`config.mk`:
```
export PLATFORM = sky130hd
export DESIGN_NAME = ram_wr_arbiter
export DESIGN_NICKNAME = d
export VERILOG_FILES = /design/src/rtl/ram_ctrl_pkg.sv /design/src/rtl/rr_arbiter.sv /design/src/rtl/ram_wr_arbiter.sv
export SDC_FILE = /design/constraint.sdc
export NUM_CORES = 1
export LEC_CHECK = 0
export ABC_AREA = 1
export BUFFER_PORTS_ARGS = -buffer_cell sky130_fd_sc_hd__buf_2
export CORE_AREA = 5 5 60 62
export CTS_BUF_LIST = sky130_fd_sc_hd__clkbuf_8
export DETAILED_ROUTE_END_ITERATION = 12
export DIE_AREA = 0 0 65 67
export GPL_TIMING_DRIVEN = 0
export PLACE_DENSITY_LB_ADDON = 0.08
export SKIP_CTS_REPAIR_TIMING = 1
export SLEW_MARGIN = 20
export SYNTH_ARGS = -nofsm -noshare
export SYNTH_HDL_FRONTEND = slang
export SYNTH_HIERARCHICAL = 1
export SYNTH_SLANG_ARGS = --single-unit
```
`constraint.sdc`:
```
create_clock -name clk -period 3.5 [get_ports clk]
set_input_delay 0.175 -clock clk [delete_from_list [all_inputs] [get_ports clk]]
set_output_delay 0.175 -clock clk [all_outputs]
set_load 0.01 [all_outputs]
```
`src/rtl/ram_ctrl_pkg.sv`:
```
// ram_ctrl_pkg
// Shared types and constants for the port C write arbiter of the
// three-port word RAM.
//   state_e      : arbiter sequencer state (CLEAR zero-fill sweep, RUN arbitration)
//   NREQ_DEFAULT : default number of write requesters
package ram_ctrl_pkg;

    typedef enum logic {
        CLEAR = 1'b0,
        RUN   = 1'b1
    } state_e;

    localparam int NREQ_DEFAULT = 3;

endpackage : ram_ctrl_pkg

```
`src/rtl/rr_arbiter.sv`:
```
// rr_arbiter
// Purely combinational round-robin picker. The search starts at the
// requester after ptr and wraps, so the last-granted requester has the
// lowest priority on the next pick.
// Ports:
//   req [NREQ-1:0] : request vector
//   ptr [IDXW-1:0] : index of the most recently granted requester
//   gnt [NREQ-1:0] : one-hot (or zero) winner
//   idx [IDXW-1:0] : encoded winner index (0 when gnt is zero)
module rr_arbiter #(
    parameter int NREQ = 3,
    parameter int IDXW = (NREQ > 1) ? $clog2(NREQ) : 1
) (
    input  logic [NREQ-1:0] req,
    input  logic [IDXW-1:0] ptr,
    output logic [NREQ-1:0] gnt,
    output logic [IDXW-1:0] idx
);

    // NOTE: every output of a combinational block gets a default before any
    // conditional assignment; otherwise synthesis infers a latch.
    always_comb begin
        logic            found;
        logic [IDXW-1:0] cand;
        gnt   = '0;
        idx   = '0;
        found = 1'b0;
        cand  = '0;
        for (int k = 1; k <= NREQ; k++) begin
            cand = IDXW'((int'(ptr) + k) % NREQ);
            if (!found && req[cand]) begin
                found     = 1'b1;
                gnt[cand] = 1'b1;
                idx       = cand;
            end
        end
    end

endmodule : rr_arbiter

```
`src/rtl/ram_wr_arbiter.sv`:
```
// ram_wr_arbiter
// Round-robin arbiter and sequencer for the RAM's shared write port C.
// One requester is accepted per cycle (combinational gnt); the accepted
// address/data are registered onto port_c_* with port_c_we one cycle later.
//
// Build option: define RAM_INIT_CLEAR_EN to implement the zero-fill sweep.
// The sweep runs after reset and on every clr pulse seen in RUN, writing 0
// to every address before any requester is granted. Without the macro the
// block resets straight into arbitration, busy is tied low and clr is ignored.
//
// Ports:
//   clk, rst_n        : clock, asynchronous active-low reset
//   req, gnt          : per-requester level request / same-cycle accept
//   req_addr/req_data : packed per-requester address and data
//   clr               : restart the zero-fill sweep (macro builds only)
//   busy              : zero-fill in progress (registered)
//   port_c_address/port_c_data/port_c_we : registered RAM write port
module ram_wr_arbiter
    import ram_ctrl_pkg::*;
#(
    parameter int WIDTH  = 8,
    parameter int AWIDTH = 8,
    parameter int NREQ   = NREQ_DEFAULT
) (
    input  logic                    clk,
    input  logic                    rst_n,
    input  logic [NREQ-1:0]         req,
    input  logic [NREQ*AWIDTH-1:0]  req_addr,
    input  logic [NREQ*WIDTH-1:0]   req_data,
    output logic [NREQ-1:0]         gnt,
    input  logic                    clr,
    output logic                    busy,
    output logic [AWIDTH-1:0]       port_c_address,
    output logic [WIDTH-1:0]        port_c_data,
    output logic                    port_c_we
);

    localparam int IDXW = (NREQ > 1) ? $clog2(NREQ) : 1;

    logic [IDXW-1:0]   ptr_q, ptr_d;
    logic [AWIDTH-1:0] addr_q, addr_d;
    logic [WIDTH-1:0]  data_q, data_d;
    logic              we_q, we_d;

    logic [NREQ-1:0]   arb_gnt;
    logic [IDXW-1:0]   arb_idx;
    logic              grant_en;
    logic [AWIDTH-1:0] sel_addr;
    logic [WIDTH-1:0]  sel_data;

    rr_arbiter #(
        .NREQ (NREQ),
        .IDXW (IDXW)
    ) u_rr_arbiter (
        .req (req),
        .ptr (ptr_q),
        .gnt (arb_gnt),
        .idx (arb_idx)
    );

`ifdef RAM_INIT_CLEAR_EN
    state_e            state_q, state_d;
    logic [AWIDTH-1:0] cnt_q, cnt_d;

    // No grant during the sweep, nor in the cycle clr is seen: that request
    // would otherwise be written and then immediately overwritten by zeros.
    assign grant_en = (state_q == RUN) && !clr;
    assign busy     = (state_q == CLEAR);
`else
    logic unused_clr;
    assign unused_clr = clr;
    assign grant_en   = 1'b1;
    assign busy       = 1'b0;
`endif

    assign gnt = grant_en ? arb_gnt : '0;

    // Winner's address/data, selected by the one-hot grant.
    always_comb begin
        sel_addr = '0;
        sel_data = '0;
        for (int i = 0; i < NREQ; i++) begin
            if (arb_gnt[i]) begin
                sel_addr = req_addr[i*AWIDTH +: AWIDTH];
                sel_data = req_data[i*WIDTH +: WIDTH];
            end
        end
    end

    always_comb begin
        ptr_d  = ptr_q;
        addr_d = addr_q;
        data_d = data_q;
        we_d   = 1'b0;

        if (|gnt) begin
            ptr_d  = arb_idx;
            addr_d = sel_addr;
            data_d = sel_data;
            we_d   = 1'b1;
        end

`ifdef RAM_INIT_CLEAR_EN
        state_d = state_q;
        cnt_d   = cnt_q;
        case (state_q)
            CLEAR: begin
                addr_d = cnt_q;
                data_d = '0;
                we_d   = 1'b1;
                cnt_d  = cnt_q + AWIDTH'(1);
                if (cnt_q == '1) begin
                    state_d = RUN;
                end
            end
            RUN: begin
                if (clr) begin
                    state_d = CLEAR;
                    cnt_d   = '0;
                end
            end
            default: state_d = RUN;
        endcase
`endif
    end

    // NOTE: state registers use non-blocking assignments so every flop
    // samples the pre-edge value of every other flop.
    always_ff @(posedge clk or negedge rst_n) begin
        if (!rst_n) begin
            ptr_q  <= IDXW'(NREQ - 1);
            addr_q <= '0;
            data_q <= '0;
            we_q   <= 1'b0;
`ifdef RAM_INIT_CLEAR_EN
            state_q <= CLEAR;
            cnt_q   <= '0;
`endif
        end else begin
            ptr_q  <= ptr_d;
            addr_q <= addr_d;
            data_q <= data_d;
            we_q   <= we_d;
`ifdef RAM_INIT_CLEAR_EN
            state_q <= state_d;
            cnt_q   <= cnt_d;
`endif
        end
    end

    assign port_c_address = addr_q;
    assign port_c_data    = data_q;
    assign port_c_we      = we_q;

endmodule : ram_wr_arbiter

```
Word level (Yosys, flattened, before mapping)
Cells that the tools add are included.
{ "totals": {"reg_bits": 19, "inputBits": 54, "output_inout_bits": 21} }
{ "classes": {"div_mod_pow": 3, "n_addsub": 3, "order_cmp": 6, "mux": 27, "reduce_logical": 8, "n_bitwise": 2} }
{ "op_table": {"columns": ["cell", "n"], "rows": [
  ["32-bit by 3-bit modulo with 32-bit output, second input constant", 3],
  ["8-bit 2-to-1 mux", 6],
  ["2-bit by 3-bit less-than comparator with 1-bit output, second input constant", 3],
  ["1-bit 2-to-1 mux", 9],
  ["3-bit 2-to-1 mux", 3],
  ["2-bit by 2-bit adder with 3-bit output, second input constant", 2],
  ["1-bit binary-select mux with 2-bit select", 3],
  ["1-bit demux with 2-bit select", 3],
  ["2-bit by 1-bit greater-or-equal comparator with 1-bit output, second input constant", 3],
  ["2-bit 2-to-1 mux", 3],
  ["3-bit bitwise OR", 2],
  ["1-bit logical AND", 5],
  ["2-bit by 1-bit adder with 3-bit output, second input constant", 1],
  ["3-bit OR reduction", 1],
  ["1-bit logical NOT", 2]
]} }

Depth between registers and ports, before layout
{ "logic_depth": {"depth_word": 14, "ltp_mapped": 18} }

By module
The synthesis kept the hierarchy.
{ "by_module_without_submodules": {"columns": ["module", "cells_each", "instances", "area_each_um2", "seq_area_each_um2"], "rows": [
  ["ram_wr_arbiter", 169, 1, 1169.9, 476.7],
  ["rr_arbiter", 54, 1, 279.0, 0.0]
]} }

Worst setup path after synthesis
OpenSTA, ideal clock, no wires.
{ "synth_timing": {"path_type": "reg2reg", "from": "register ptr_q[1]", "to": "register addr_q[0] (netlist: port_c_address[0])", "synth_period_minus_slack_ns": 2.146, "slack_ns": 1.354, "arrival_ns": 2.029, "required_time_ns": 3.384, "path_buffers": 2, "setup_time_ns": 0.116, "stages_incl_launch_ff": 14, "path_cell_list": "dfstp_2 -> ha_1 -> o21ai_1 -> nand2_4 -> nand3_1 -> inv_1 -> nor2_1 -> nand2_1 -> buf_4 -> buf_2 -> a21oi_1 -> nand2_1 -> nand2_1 -> nand2_1"} }
{ "synth_lines": {"columns": ["item", "line_no", "rtl"], "rows": [
  ["start, declared", "ram_wr_arbiter.sv:40", "logic [IDXW-1:0] ptr_q, ptr_d;"],
  ["start signal, assigned", "ram_wr_arbiter.sv:131", "ptr_q <= IDXW'(NREQ - 1);"],
  ["start signal, assigned", "ram_wr_arbiter.sv:140", "ptr_q <= ptr_d;"],
  ["2-bit by 1-bit adder with 3-bit output", "rr_arbiter.sv:30", "cand = IDXW'((int'(ptr) + k) % NREQ);"],
  ["32-bit by 3-bit modulo with 32-bit output", "rr_arbiter.sv:30", null],
  ["2-bit by 3-bit less-than comparator with 1-bit output (not written as such), or another cell as far along", "rr_arbiter.sv:33", "gnt[cand] = 1'b1;"],
  ["1-bit logical AND (not written as such) / 1-bit 2-to-1 mux (equally long branches)", "rr_arbiter.sv:33, rr_arbiter.sv:31", null],
  ["1-bit 2-to-1 mux (on tied branches)", "rr_arbiter.sv:33, rr_arbiter.sv:31", null],
  ["1-bit demux with 2-bit select / 1-bit logical NOT (equally long branches)", null, null],
  ["3-bit 2-to-1 mux / 1-bit logical AND (equally long branches)", "rr_arbiter.sv:31", "if (!found && req[cand]) begin"],
  ["3-bit bitwise OR (no source line) / 1-bit 2-to-1 mux (equally long branches)", null, null],
  ["3-bit 2-to-1 mux / 1-bit logical NOT (equally long branches)", "rr_arbiter.sv:31", null],
  ["3-bit bitwise OR (no source line) / 1-bit logical AND (equally long branches)", null, null],
  ["3-bit 2-to-1 mux *", "rr_arbiter.sv:31", null],
  ["via gnt[2]", "ram_wr_arbiter.sv:30", "output logic [NREQ-1:0] gnt,"],
  ["3-bit OR reduction / 8-bit 2-to-1 mux (equally long branches)", "ram_wr_arbiter.sv:96, ram_wr_arbiter.sv:83", null],
  ["end signal, assigned", "ram_wr_arbiter.sv:141", "addr_q <= addr_d;"],
  ["end, declared", "ram_wr_arbiter.sv:41", "logic [AWIDTH-1:0] addr_q, addr_d;"]
]} }
The timed path passes the listed nets; every way through them passes the cells marked *. The select of a mux whose other input is x is not followed.
A chain may end at the register's enable or synchronous reset.

Worst setup path in the final report
{ "layout_timing": {"from": "register ptr_q[0]", "to": "register data_q[0] (netlist: port_c_data[0])"} }
{ "layout_between": {"elab_chain_len": 14} }
{ "layout_lines": {"columns": ["item", "line_no", "rtl"], "rows": [
  ["2-bit by 1-bit adder with 3-bit output", "rr_arbiter.sv:30", null],
  ["32-bit by 3-bit modulo with 32-bit output", "rr_arbiter.sv:30", null],
  ["2-bit by 3-bit less-than comparator with 1-bit output (not written as such), or another cell as far along", "rr_arbiter.sv:33", null],
  ["1-bit logical AND (not written as such) / 1-bit 2-to-1 mux (equally long branches)", "rr_arbiter.sv:33, rr_arbiter.sv:31", null],
  ["1-bit 2-to-1 mux (on tied branches)", "rr_arbiter.sv:33, rr_arbiter.sv:31", null],
  ["1-bit demux with 2-bit select / 1-bit logical NOT (equally long branches)", null, null],
  ["3-bit 2-to-1 mux / 1-bit logical AND (equally long branches)", "rr_arbiter.sv:31", null],
  ["3-bit bitwise OR (no source line) / 1-bit 2-to-1 mux (equally long branches)", null, null],
  ["3-bit 2-to-1 mux / 1-bit logical NOT (equally long branches)", "rr_arbiter.sv:31", null],
  ["3-bit bitwise OR (no source line) / 1-bit logical AND (equally long branches)", null, null],
  ["3-bit 2-to-1 mux *", "rr_arbiter.sv:31", null],
  ["8-bit 2-to-1 mux (3 in a row)", "ram_wr_arbiter.sv:83", "if (arb_gnt[i]) begin"],
  ["end signal, assigned", "ram_wr_arbiter.sv:142", "data_q <= data_d;"],
  ["end, declared", "ram_wr_arbiter.sv:42", "logic [WIDTH-1:0] data_q, data_d;"]
]} }
Every way passes the cells marked *; elsewhere a longest branch is shown, timed or not. The select of a mux whose other input is x is not followed.

==> flow_summary.yaml <==
drt:
  routedWlPerCell_um: 11.3
  drtPass1Iterations: 4
  antenna_left: 0
  dr.first_iter.drc_count: 44
  vias_per_cell: 4.62
  vias: 1537
  wl_um: 3760
  drc: 0
finish:
  stdcell_count: 333
  syn_to_final_growth_pct: 31.6
  insertedDiodeCount: 0
  layout.nets: 359
  drive_gt1_share_pct: 34.3
  final_util_pct: 64.0
  final_area_um2: 1910
clocking:
  cts_tree: "built"
  clk_pin_slew_worst_paths_ns: 0.07
  clock-sinks: 19
  cts_max_level: 1
  cts_buffers: 3
  clock_latency_ns: 0.26
  clk_path_buf_depth: 2
  root_buffer: "clkbuf_8"
place:
  placed_area_um2: 1850
  dp_cells: 328
  gp_congestion: 0.861
  place.port_buffers: 72
  dp_slack_ns: 1.17
  dp_hpwl_um: 2970
worst_setup_path:
  crit_arrival_ns: 2.50
  required_ns: 3.65
  worstSetupPathType: "flip-flop to flip-flop"
  start_kind: "flip-flop"
  crit_path_max_fanout: 10
  r2r_cells: 14
  end_kind: "flip-flop"
run:
  drv_cap: 0
global_routing:
  antenna_found_initial: 0
  grt_pass1_vias: 1497
  grt.total_usage_pct: 18.3
  grt_max_degree: 20
  grt_overflow: 0
  grt_pass1_wl_um: 6240
floorplanning:
  die_w_um: 65
  rows: 20
  initial_utilization_pct: 48.7
  ios: 75
  core_um2: 2980
  dieArea_um2: 4360
  die_y_um: 67
logic_synthesis:
  ys_warn_count: 6
  syn-instance-count: 223
  synth_seq_cells: 19
  netlist_top_cells_area: "dfrtp_1 31%, nand2_1 25%, nand3_1 7.6%"
  syn-num-nets: 281
  synth_area_um2: 1450
  yosysTopAreaCell: "dfrtp_1"
  yosysUniqueCellTypes: 25
  ys_seq_area_share_pct: 32.9
  synth_top_area_share_pct: 31.1
  avgSynthCellArea_um2: 6.50
worst_hold_path:
  whs_path_depth: 5
  hold_path_class: "primary input to flip-flop"
timing:
  drv_slew: 0
  finalSetupViolations: 0
  fmax_mhz: 425
  fin_tns_setup_ns: 0
  fin_skew_ns: 0.00382
  fin_crit_sh_pct: 67.2
  min_period_ns: 2.35
  setup_slack_ns: 1.15
  grt_setup_unrepaired: "no"
  hold_viol: 0
power_and_ir_drop:
  peakVddDrop_uv: 532
  p_leak_nw: 1.17
  power_density_nw_per_um2: 1390
outcome:
  status: "complete, no violations"
==> worst max-delay path, stage by stage (launching register included) <==
cell and delay (ns):
dfrtp_1 0.42, inv_1 0.08, ha_1 0.38, o21ai_1 0.25, nand2_4 0.11, nand3_1 0.10, inv_1 0.05, nor2_1 0.09
nand2_1 0.07, buf_4 0.17, buf_2 0.19, a21oi_1 0.14, nand2_1 0.07, nand2_1 0.06, nand2_1 0.05
==> sequential cells by signal, indices dropped and copies added (netlist names) <==
| name | count |
|---|---|
| port_c_address | 8 |
| port_c_data | 8 |
| port_c_we | 1 |
| ptr_q | 2 |
==> worst paths after layout <==
kind	startpoint	end	slack, ns
worst max-delay path	ptr_q[0]	port_c_data[0]	1.15
worst min-delay path	req_addr[17]	port_c_address[1]	0.18
worst max register to register	ptr_q[0]	port_c_data[0]	1.15
worst min register to register	port_c_address[7]	port_c_address[7]	0.48
max in group asynchronous	rst_n	ptr_q[1]	2.79
min in group asynchronous	rst_n	port_c_data[7]	0.38
==> area by class of cell <==
class,count,area (um^2)
clock inverter,1,5.00
fill,292,1070
buffer,11,90.1
clock buffer,3,41.3
sequential,19,477
timing repair buffer,73,370
inverter,30,120
tap,33,41.3
multi-input combinational,163,762
==> placed cells by master (no fill, tap or decap) <==
master / count
o21ai_2: 1
nand2_2: 5
o21ai_0: 1
inv_2: 3
conb_1: 1
inv_6: 1
o21ai_1: 2
nor2_8: 1
clkbuf_8: 3
nor3_1: 1
ha_1: 4
a21oi_1: 16
clkinv_2: 1
nor2_1: 6
inv_4: 1
dfrtp_1: 18
buf_6: 2
buf_4: 3
buf_2: 77
inv_1: 25
nand3_1: 22
nand2_1: 97
dfstp_2: 1
nand4_1: 3
buf_12: 1
nand3_2: 1
nand2_4: 2
dlygate4sd3_1: 1
==> per-layer routing <==
layer  track usage (%)  vias up  routed length [um]
met5                 0        -                   0
met1              21.5      652                1680
met4              5.01        0                  28
met2              31.9       43                1800
li1                  -      837                   -
met3              5.73        5                 252
==> power breakdown <==
part	internal, mW	total, mW	leakage, nW	switching (mW)
sequential	0.369	0.433	0.221	0.0644
combinational	0.785	2.06	0.924	1.27
clock	0.0792	0.153	0.0255	0.0733
==> Yosys cell counts <==
cell type / n
nand3_2: 1
nand2_1: 97
nand2_4: 2
nand4_1: 3
inv_1: 25
nor2_8: 1
dfrtp_1: 18
inv_6: 1
a21oi_1: 16
buf_6: 2
dfstp_2: 1
buf_2: 5
nand2_2: 5
conb_1: 1
nor3_1: 1
o21ai_1: 2
o21ai_0: 1
nor2_1: 6
buf_12: 1
inv_2: 3
ha_1: 4
o21ai_2: 1
inv_4: 1
nand3_1: 22
buf_4: 3
==> stage by stage <==
step / hold WS, ns / power, mW
after global placement: 0.140 / 2.48
after global routing: 0.195 / 2.98
after CTS: -0.149 / 2.68
after detailed placement: 0.138 / 2.51
final: 0.178 / 2.64
after floorplan: -0.121 / 2.01
==> cells by family (layout without fill, tap and decap cells) <==
| logic type | after synthesis | count (layout) | synth area share [%] |
|---|---|---|---|
| AOI/OAI and AO/OA | 20 | 20 | 7.17 |
| adders and majority gates | 4 | 4 | 3.45 |
| buffers and inverters | 41 | 118 | 14.5 |
| DFF | 19 | 19 | 32.9 |
| other | 1 | 1 | 0.259 |
| and+or+nand+nor | 138 | 138 | 41.7 |
(Power assumes the default switching activity.)
